==> src/rtl/regfile8_pkg.sv <==
// Shared register-file constants and the 3-bit register address type used by regfile8_wb
// and its decoder.
package regfile8_pkg;
  localparam int REG_ADDR_W = 3;
  localparam int NUM_REGS   = 8;

  typedef logic [REG_ADDR_W-1:0] reg_addr_t;

  localparam reg_addr_t REG_ZERO = 3'd0;
endpackage

==> src/rtl/regfile8_wb_dec3to8.sv <==
// 3-to-8 one-hot decoder with enable.
// The output is all-zero when the enable is low.
module dec3to8
  import regfile8_pkg::*;
(
  input  logic                en_i,
  input  reg_addr_t           addr_i,
  output logic [NUM_REGS-1:0] onehot_o
);

  // NOTE: give every always_comb output a default first, so no path can leave it unassigned and infer a latch.
  always_comb begin
    onehot_o = '0;
    if (en_i) onehot_o[addr_i] = 1'b1;
  end

endmodule

==> src/rtl/regfile8_wb.sv <==
// 8-entry write-back register file with two registered read ports and a pending-write scoreboard.
// Define REGFILE8_BYPASS_EN to forward same-cycle write data to the reads and to mask busy.
module regfile8_wb
  import regfile8_pkg::*;
#(
  parameter int WIDTH   = 32,
  parameter int R0_ZERO = 1
) (
  input  logic                clk,
  input  logic                rst_n,
  input  logic                wr_en,
  input  reg_addr_t           wr_addr,
  input  logic [WIDTH-1:0]    wr_data,
  input  reg_addr_t           rd_addr_a,
  output logic [WIDTH-1:0]    rd_data_a,
  input  reg_addr_t           rd_addr_b,
  output logic [WIDTH-1:0]    rd_data_b,
  input  logic                iss_en,
  input  reg_addr_t           iss_addr,
  output logic [NUM_REGS-1:0] pending,
  output logic                busy_a,
  output logic                busy_b
);

  localparam bit ZERO_R0 = (R0_ZERO != 0);
  // Registers that can hold state. With ZERO_R0 set, r0 is permanently zero and never pending.
  localparam logic [NUM_REGS-1:0] LIVE_MASK =
    ZERO_R0 ? {{(NUM_REGS-1){1'b1}}, 1'b0} : {NUM_REGS{1'b1}};

  logic [NUM_REGS-1:0] wr_vec, set_vec;
  logic [NUM_REGS-1:0] pending_q, pending_d;
  logic [WIDTH-1:0]    regs_q [NUM_REGS];
  logic [WIDTH-1:0]    rd_a_q, rd_a_d, rd_b_q, rd_b_d;

  dec3to8 u_wr_dec (
    .en_i    (wr_en),
    .addr_i  (wr_addr),
    .onehot_o(wr_vec)
  );

  dec3to8 u_iss_dec (
    .en_i    (iss_en),
    .addr_i  (iss_addr),
    .onehot_o(set_vec)
  );

  // A new issue to the same register supersedes the completing write, so the set is applied after the clear.
  assign pending_d = ((pending_q & ~wr_vec) | set_vec) & LIVE_MASK;

  always_comb begin
    rd_a_d = regs_q[rd_addr_a];
    rd_b_d = regs_q[rd_addr_b];
`ifdef REGFILE8_BYPASS_EN
    if (wr_vec[rd_addr_a]) rd_a_d = wr_data;
    if (wr_vec[rd_addr_b]) rd_b_d = wr_data;
`endif
    if (!LIVE_MASK[rd_addr_a]) rd_a_d = '0;
    if (!LIVE_MASK[rd_addr_b]) rd_b_d = '0;
  end

  // NOTE: this storage is flop-based and needs a defined reset value. Clearing it explicitly keeps it out of a RAM macro.
  always_ff @(posedge clk or negedge rst_n) begin
    if (!rst_n) begin
      for (int i = 0; i < NUM_REGS; i++) regs_q[i] <= '0;
    end else begin
      for (int i = 0; i < NUM_REGS; i++)
        if (wr_vec[i] && LIVE_MASK[i]) regs_q[i] <= wr_data;
    end
  end

  // NOTE: state uses non-blocking assignments, so the read ports sample the pre-edge register contents.
  always_ff @(posedge clk or negedge rst_n) begin
    if (!rst_n) begin
      pending_q <= '0;
      rd_a_q    <= '0;
      rd_b_q    <= '0;
    end else begin
      pending_q <= pending_d;
      rd_a_q    <= rd_a_d;
      rd_b_q    <= rd_b_d;
    end
  end

  assign pending   = pending_q;
  assign rd_data_a = rd_a_q;
  assign rd_data_b = rd_b_q;

`ifdef REGFILE8_BYPASS_EN
  assign busy_a = pending_q[rd_addr_a] & ~wr_vec[rd_addr_a];
  assign busy_b = pending_q[rd_addr_b] & ~wr_vec[rd_addr_b];
`else
  assign busy_a = pending_q[rd_addr_a];
  assign busy_b = pending_q[rd_addr_b];
`endif

endmodule

==> config.mk <==
export PLATFORM = sky130hd
export DESIGN_NAME = regfile8_wb
export DESIGN_NICKNAME = d
export VERILOG_FILES = /design/src/rtl/regfile8_pkg.sv /design/src/rtl/regfile8_wb_dec3to8.sv /design/src/rtl/regfile8_wb.sv
export SDC_FILE = /design/constraint.sdc
export NUM_CORES = 1
export LEC_CHECK = 0
export BUFFER_PORTS_ARGS = -buffer_cell sky130_fd_sc_hd__buf_2
export CORE_MARGIN = 2
export CORE_UTILIZATION = 50
export CTS_CLUSTER_SIZE = 20
export DETAILED_ROUTE_END_ITERATION = 7
export GPL_TIMING_DRIVEN = 0
export HOLD_SLACK_MARGIN = 0.12
export PLACE_DENSITY = 0.79
export SYNTH_ARGS = -nofsm -noshare
export SYNTH_HDL_FRONTEND = slang
export SYNTH_HIERARCHICAL = 1
export SYNTH_SLANG_ARGS = --single-unit
==> constraint.sdc <==
create_clock -name clk -period 2 [get_ports clk]
set_input_delay 0.4 -clock clk [delete_from_list [all_inputs] [get_ports clk]]
set_output_delay 0.4 -clock clk [all_outputs]
set_load 0.005 [all_outputs]
# After elaboration in Yosys (flattened, before gate mapping)

Memory sizes are Yosys's and may differ from the RTL's.
Cells that the tools add are included.

Muxes and demuxes: 20
Multiply operators: 0
Equality and inequality tests: 0
Reduce and logical (&&, ||, !) cells: 2
Shift-type cells: 0
Add/subtract/negate cells: 0
Div/mod/pow operators: 0
Order comparisons: 8
Bitwise operators: 5

Operators with widths:

| kind               | number |
|---|---|
| $bmux 32 s3        | 2 |
| $mux 32            | 6 |
| $lt 3x4->1 const B | 4 |
| $mux 8             | 2 |
| $and 8x8->8        | 1 |
| $ge 4x4->1 const B | 2 |
| $not 3->4          | 2 |
| $not 8->8          | 1 |
| $or 8x8->8         | 1 |
| $bmux 1 s3         | 2 |
| $demux 1 s3        | 2 |
| $ge 3x1->1 const B | 2 |
| $mux 1             | 6 |
| $logic_and 1x1->1  | 2 |

RAM bits: 0
Word-level logic and storage cells: 47
ROM bits: 16
Memories: 2
Bits in registers: 295
Latch bits: 0

Memories:

| memory           | words | bits a word | read ports | clocked after memory_dff | write ports | RTL line          | RTL |
|---|---|---|---|---|---|---|---|
| (name not given) | 8     | 1           | 1          | 0                        | 0           | regfile8_wb.sv:58 | `if (!LIVE_MASK[rd_addr_b]) rd_b_d = '0;` |
| (name not given) | 8     | 1           | 1          | 0                        | 0           | regfile8_wb.sv:57 | `if (!LIVE_MASK[rd_addr_a]) rd_a_d = '0;` |

# Depth between registers and ports, before layout

Gate-level depths: netlist of run 1.

Depth in word-level cells: 8
Gate-level depth with buffers: 6
Mapped depth without buffers: 3

# Hierarchy

Netlist of run 1, hierarchy kept.

Modules (own cells, without submodules):

| module      | times used | cells an instance | area an instance (um^2) |
|---|---|---|---|
| regfile8_wb | 1          | 964               | 14,808.0 |
| dec3to8     | 2          | 8                 | 95.1 |

# Least setup slack after synthesis of run 1

Ideal clock, no wire load.

Path kind: in2out
From: input port rd_addr_b[0]
To: output port busy_b
Path buffers: 3
Arrival: 1.200 ns
Stages: 5
Setup slack: 0.400 ns
Cells stage by stage: buf_6 > buf_12 > buf_12 > mux2i_1 > a221oi_1

Cells in the longest elaborated chain, start to end: 2

RTL lines:

| element                      | RTL line          | RTL |
|---|---|---|
| from (decl)                  | regfile8_wb.sv:16 | `input reg_addr_t rd_addr_b,` |
| $bmux 1 s3                   | regfile8_wb.sv:93 | `assign busy_b = pending_q[rd_addr_b];` |
| $mux 1 (implied by the code) | regfile8_wb.sv:93 |  |
| to (decl)                    | regfile8_wb.sv:22 | `output logic busy_b` |

No other way between the ends. The select of a mux whose other input is x is not followed.

# Worst setup path in the final report of run 1

From: register pending_q[3] (netlist: pending[3])
To: output port busy_a

Cells in the longest elaborated chain, start to end: 2

RTL lines:

| element                      | RTL line          | RTL |
|---|---|---|
| from (decl)                  | regfile8_wb.sv:31 | `logic [NUM_REGS-1:0] pending_q, pending_d;` |
| from (signal assigned)       | regfile8_wb.sv:78 | `pending_q <= pending_d;` |
| $bmux 1 s3                   | regfile8_wb.sv:92 | `assign busy_a = pending_q[rd_addr_a];` |
| $mux 1 (implied by the code) | regfile8_wb.sv:92 |  |
| to (decl)                    | regfile8_wb.sv:21 | `output logic busy_a,` |

No other way between the ends. The select of a mux whose other input is x is not followed.

==> results of run 1 <==
routing by layer:
| layer | share of wire [%] | routed length, µm |
|---|---|---|
| met4 | 3.2 | 1240 |
| met2 | 47 | 17800 |
| met5 | 0.031 | 12 |
| met3 | 6.2 | 2390 |
| met1 | 44 | 16800 |
worst paths after layout:
path	startpoint	end	slack, ns
worst max-delay path	pending[3]$_DFF_PN0_	busy_a	-0.12
worst min-delay path	wr_data[31]	regs_q[159]$_DFFE_PN0P_	0.19
worst max register to register	regs_q[162]$_DFFE_PN0P_	rd_data_a[2]$_DFF_PN0_	0.73
worst min register to register	regs_q[110]$_DFFE_PN0P_	regs_q[110]$_DFFE_PN0P_	0.53
max in group asynchronous	rst_n	regs_q[209]$_DFFE_PN0P_	0.26
min in group asynchronous	rst_n	rd_data_a[11]$_DFF_PN0_	0.41
power groups by stage:
| stage | registers (mW) | clock network (mW) | logic, mW |
|---|---|---|---|
| final | 8.15 | 6.22 | 3.88 |
| after global placement | 8.15 | 0 | 3.69 |
| after floorplan | 8.03 | 0 | 2.76 |
| after CTS | 8.13 | 6.31 | 3.89 |
| after global routing | 8.31 | 6.56 | 4.19 |
| after detailed placement | 8.23 | 0 | 3.82 |
timing repair:
item	4_1_cts	5_1_grt
setup endpoints to repair	2	130
hold endpoints to repair	59	0
gates resized for setup	5	1
cloned	0	1
buffers inserted	3	0
pin swaps	2	1
hold buffers	1	0
state kept, by name (all words and copies together) (netlist names):
| signal | count |
|---|---|
| pending | 7 |
| rd_data_a | 32 |
| rd_data_b | 32 |
| regs_q | 224 |
metrics by stage:
stage	utilization [%]	instances	power (mW)	hold WS [ns]	TNS, ns
3_3_place_gp	54.3	1484	11.8	0.504	-1434.70
4_1_cts	58.4	1546	18.3	0.167	-0.195
2_1_floorplan	-	978	10.8	0.104	0
3_5_place_dp	54.5	1486	12.1	0.367	-3.03
6_report	58.5	1547	18.3	0.192	-0.183
5_1_grt	58.5	1547	19.1	0.188	-0.309
layout make-up:
class | instances | area (µm²) | area share [%]
clock inverters | 11 | 174 | 1.01
repair buffers | 123 | 703 | 4.07
well taps | 390 | 488 | 2.82
clock buffers | 45 | 922 | 5.33
plain buffers | 90 | 667 | 3.86
inverters | 8 | 30.0 | 0.174
flip-flops and latches | 295 | 7380 | 42.7
multi-input cells | 585 | 6930 | 40.1
==> run metrics, run 1 <==
status=finished, violations left; violated checks=setup timing; Mapped Area=0.0150 mm²; Filler cells=2279; routability-driven placement congestion ratio=0.795; Detail Route Antenna Nets=0; Max-Cap Viols=0; final hold vios=0; pwr/cell area=1060 mW/mm²; H-tree depth=2; Num Clock Sinks=295; CP max stage delay=0.40 ns; layout cells sized above 1=57.0%; Max Clock Skew=0.0319 ns; Layout Nets=1185; GRT busiest layer=met2; post-synthesis area per instance=15.3 µm²; most frequent cells in the layout=295 x dfrtp_1, 236 x mux2_2, 156 x buf_2; Worst IR Drop VDD=0.686 mV; worst slew pin tran=0.941 ns; power share of the clock group=34.1%; Finished Cell Area=0.0173 mm²; DRT Pass-1 Iters=5; Tot GR Track Use=24.6%; Max Fclk=472 MHz; Min-Delay Path Depth=2; Detailed Route Iter0 Violations=566; clock slew seen by the registers of the worst setup and hold paths=0.07 ns; largest fanout on the critical path=3; DRT Wirelength=38300 µm; ANT cells=0; CP Buf/Inv Count=1; crit share post-route=106%; grt ovf=0; met1 Use GR=34.1%; global-route wire length before repair=58500 µm; die span in y=177 µm; pin count of the biggest net entering global routing=129; Synth warnings=70; RSZ-0062 raised after global routing=true; Internal=13.2 mW; CP delay by family, top=flip-flops; Worst EP arrival=1.72 ns; Comb pwr share=21.3%; slew margin rel.=37.3%; die footprint=0.0313 mm²; Clock Latency Late Sink=0.53 ns; area post-placement=0.0161 mm²; setup violators final=2; Syn-to-layout area delta=15.5%; Max clock buf depth=3; GR Util met2=38.4%; Switching Power=5.08 mW; vias in the first global route=9878; Gate Count Post-Synth=978; I/O pin count=122; Core Area=0.0296 mm²; Reg power frac=44.7%; CP Data Required Time=1.60 ns; fin worst setup slack=-0.118 ns; Worst path depth=4; TritonCTS clock tree=yes; final slew viol count=0; DR vias/cell=6.01; leakage=7.82 nW; Net Sw Frac=27.8%; critical-path cell list=mux2_4 -> a221oi_4 -> a221oi_2 -> buf_2; root buf cell=clkbuf_16; # rows=63; CP max stage cell=dfrtp_1; Worst Hold Class=in2reg; Worst setup EP type=primary output; r2r worst-path depth=3; CTS Buf Count=34; Syn Nets=1026; initial antenna violation count=1; pre-CTS setup slack=-0.152 ns; DR DRC count=0; commonest non-fill, non-tap cell in the layout=dfrtp_1; crit path launch type=register; Setup Crit Path Kind=reg2out; DP Wirelength=24500 µm; Die W=177 µm; Buffers on Ports=116; Vias=9295; met3 Resource Use GR=4.88%; Tmin final=2.12 ns; drt wl/cell=24.7 µm; Starting Density=50.6%
No activity file was read; power rests on OpenSTA's default activity.
==> run 2, diff against run 1 <==
==> constraint.sdc (replaced) <==
create_clock -name clk -period 2 [get_ports clk]
set_input_delay 0.1 -clock clk [delete_from_list [all_inputs] [get_ports clk]]
set_output_delay 0.1 -clock clk [all_outputs]
set_load 0.005 [all_outputs]
==> run 2 against run 1 <==
The flow now finishes without violations; via count grew 1.5%; routed wire length up 0.95%; critical path depth unchanged; sequential cell count unchanged; first-iteration DRC count fell by 4.8%; clock skew is essentially flat; register-to-register slack got worse by 0.45 ns; sequential power hardly changed; die area is the same; combinational power up 1%; worst hold slack got worse by 0.033 ns; critical endpoint unchanged.
==> run metrics, run 2 (same netlist as run 1, synthesis figures left out) <==
status=completed (was finished, violations left); drt wl/cell=24.3 µm (was 24.7 µm); fin worst setup slack=0.0907 ns (was -0.118 ns); setup bufs post-CTS=0 (was 3); Max Fclk=524 MHz (was 472 MHz); critical-path cell list=mux2_1 -> a221oi_2 -> a221oi_1 -> buf_2 (was mux2_4 -> a221oi_4 -> a221oi_2 -> buf_2); Vias=9432 (was 9295); setup violators final=0 (was 2); Detailed Route Iter0 Violations=539 (was 566); clock slew seen by the registers of the worst setup and hold paths=0.06 ns (was 0.07 ns); DRT Pass-1 Iters=6 (was 5); Cell Count, Final, Fillers Out=1589 (was 1547); pwr/cell area=1030 mW/mm² (was 1060 mW/mm²); crit path launch type=register (unchanged); most frequent cells in the layout=295 x dfrtp_1, 236 x mux2_2, 156 x buf_2 (unchanged); root buf cell=clkbuf_16 (unchanged); routability-driven placement congestion ratio=0.795 (unchanged); # rows=63 (unchanged); vias in the first global route=10200 (was 9878); Clock Latency Late Sink=0.53 ns (about the same); DP Wirelength=24500 µm (unchanged); Worst setup EP type=primary output (unchanged); die span in y=177 µm (unchanged); placed cell count=1486 (unchanged); max reg flops=224 (unchanged); Detail Route Antenna Nets=0 (unchanged); Layout Nets=1227 (was 1185); final hold vios=0 (unchanged); final hold slack=0.158 ns (was 0.192 ns); ANT cells=0 (unchanged); Num Clock Sinks=295 (unchanged); Tot GR Track Use=24.9% (was 24.6%); global-route wire length before repair=59400 µm (was 58500 µm); Buffers on Ports=116 (unchanged); DRT Wirelength=38600 µm (was 38300 µm); die footprint=0.0313 mm² (unchanged); largest fanout on the critical path=4 (was 3); slew margin rel.=35.3% (was 37.3%); Starting Density=50.6% (unchanged); DR DRC count=0 (unchanged); final slew viol count=0 (unchanged); Worst IR Drop VDD=0.684 mV (was 0.686 mV); layout cells sized above 1=54.5% (was 57.0%); Most flops, register=regs_q (unchanged); Worst EP arrival=1.81 ns (was 1.72 ns); TritonCTS clock tree=yes (unchanged); Max-Cap Viols=0 (unchanged); pre-CTS setup slack=0.239 ns (was -0.152 ns); worst slew pin tran=0.970 ns (was 0.941 ns); CP max stage cell=dfrtp_1 (unchanged); commonest non-fill, non-tap cell in the layout=dfrtp_1 (unchanged); Worst Hold Class=in2reg (unchanged); Max clock buf depth=3 (unchanged); Max Clock Skew=0.0320 ns (was 0.0319 ns); grt ovf=0 (unchanged); initial antenna violation count=0 (was 1); Tmin final=1.91 ns (was 2.12 ns); CTS Buf Count=34 (unchanged); Setup Crit Path Kind=reg2out (unchanged); Syn-to-layout area delta=18.3% (was 15.5%); DR vias/cell=5.94 (was 6.01); CP max stage delay=0.41 ns (was 0.40 ns); Fin Setup TNS=0 ns (was -0.183 ns); RSZ-0062 raised after global routing=false (was true); I/O pin count=122 (unchanged); pin count of the biggest net entering global routing=129 (unchanged); leakage=8.00 nW (was 7.82 nW); CP Data Required Time=1.90 ns (was 1.60 ns); crit share post-route=95.5% (was 106%); H-tree depth=2 (unchanged); Core Area=0.0296 mm² (unchanged); Filler cells=2252 (was 2279); Die W=177 µm (unchanged)
==> run 2: cell types whose count changed in the layout (fill, tap and decap cells not counted) <==
cell and change:
a221oi_1 +3, a221oi_2 -2, a221oi_4 -1, buf_16 +1, buf_4 -3, dlygate4sd3_1 +44, mux2_1 +1, mux2_4 -1
==> run 2: metal layers <==
layer / wire [µm] / track usage [%]
met5: 0 / 0
met4: 1280 / 9.02
met3: 2720 / 4.83
met2: 17900 / 39.2
met1: 16700 / 34.3
==> run 2: repair_timing <==
item	CTS	global route
endpoints found under the hold margin	400	0
hold buffers	46	0
resized for setup	0	1
endpoints found under the setup margin	0	129
==> run 2: where the power goes <==
part           internal, mW  switching, mW
logic                  2.22           1.70
registers              7.24          0.919
clock network          3.76           2.45
==> run 2: stage by stage <==
stage	area, µm²	utilization [%]	power [mW]
6_report	17700	59.9	18.3
5_1_grt	17700	59.9	19.1
2_1_floorplan	15000	-	10.8
3_3_place_gp	16000	54.3	11.8
4_1_cts	17700	59.8	18.4
3_5_place_dp	16100	54.5	12.1
==> run 2: layout make-up <==
type                            instances  area (µm²)  area share [%]
Multi-Input combinational cell        585        6900            38.9
Clock buffer                           45         922            5.21
Sequential cell                       295        7380            41.7
Inverter                                8        30.0           0.170
Tap cell                              390         488            2.76
Clock inverter                         11         174           0.982
Buffer                                 90         667            3.77
Timing Repair Buffer                  165        1150            6.49
==> run 2: path summary, 6_finish.rpt <==
check	start	end	slack [ns]	depth (start not counted)
setup / recovery	pending[3]$_DFF_PN0_	busy_a	0.09	4
hold / removal	rd_addr_a[2]	rd_data_a[31]$_DFF_PN0_	0.16	3
setup reg to reg	regs_q[128]$_DFFE_PN0P_	rd_data_b[0]$_DFF_PN0_	0.28	4
hold reg to reg	regs_q[110]$_DFFE_PN0P_	regs_q[110]$_DFFE_PN0P_	0.53	1
max in group asynchronous	rst_n	regs_q[204]$_DFFE_PN0P_	0.24	5
min in group asynchronous	rst_n	regs_q[77]$_DFFE_PN0P_	0.54	3
==> run 2: critical path: cells and delay by family (launching register included) <==
| kind | cells | cell delay, ns |
|---|---|---|
| mux | 1 | 0.32 |
| flops | 1 | 0.41 |
| buf+inv | 1 | 0.17 |
| compound gates | 2 | 0.40 |
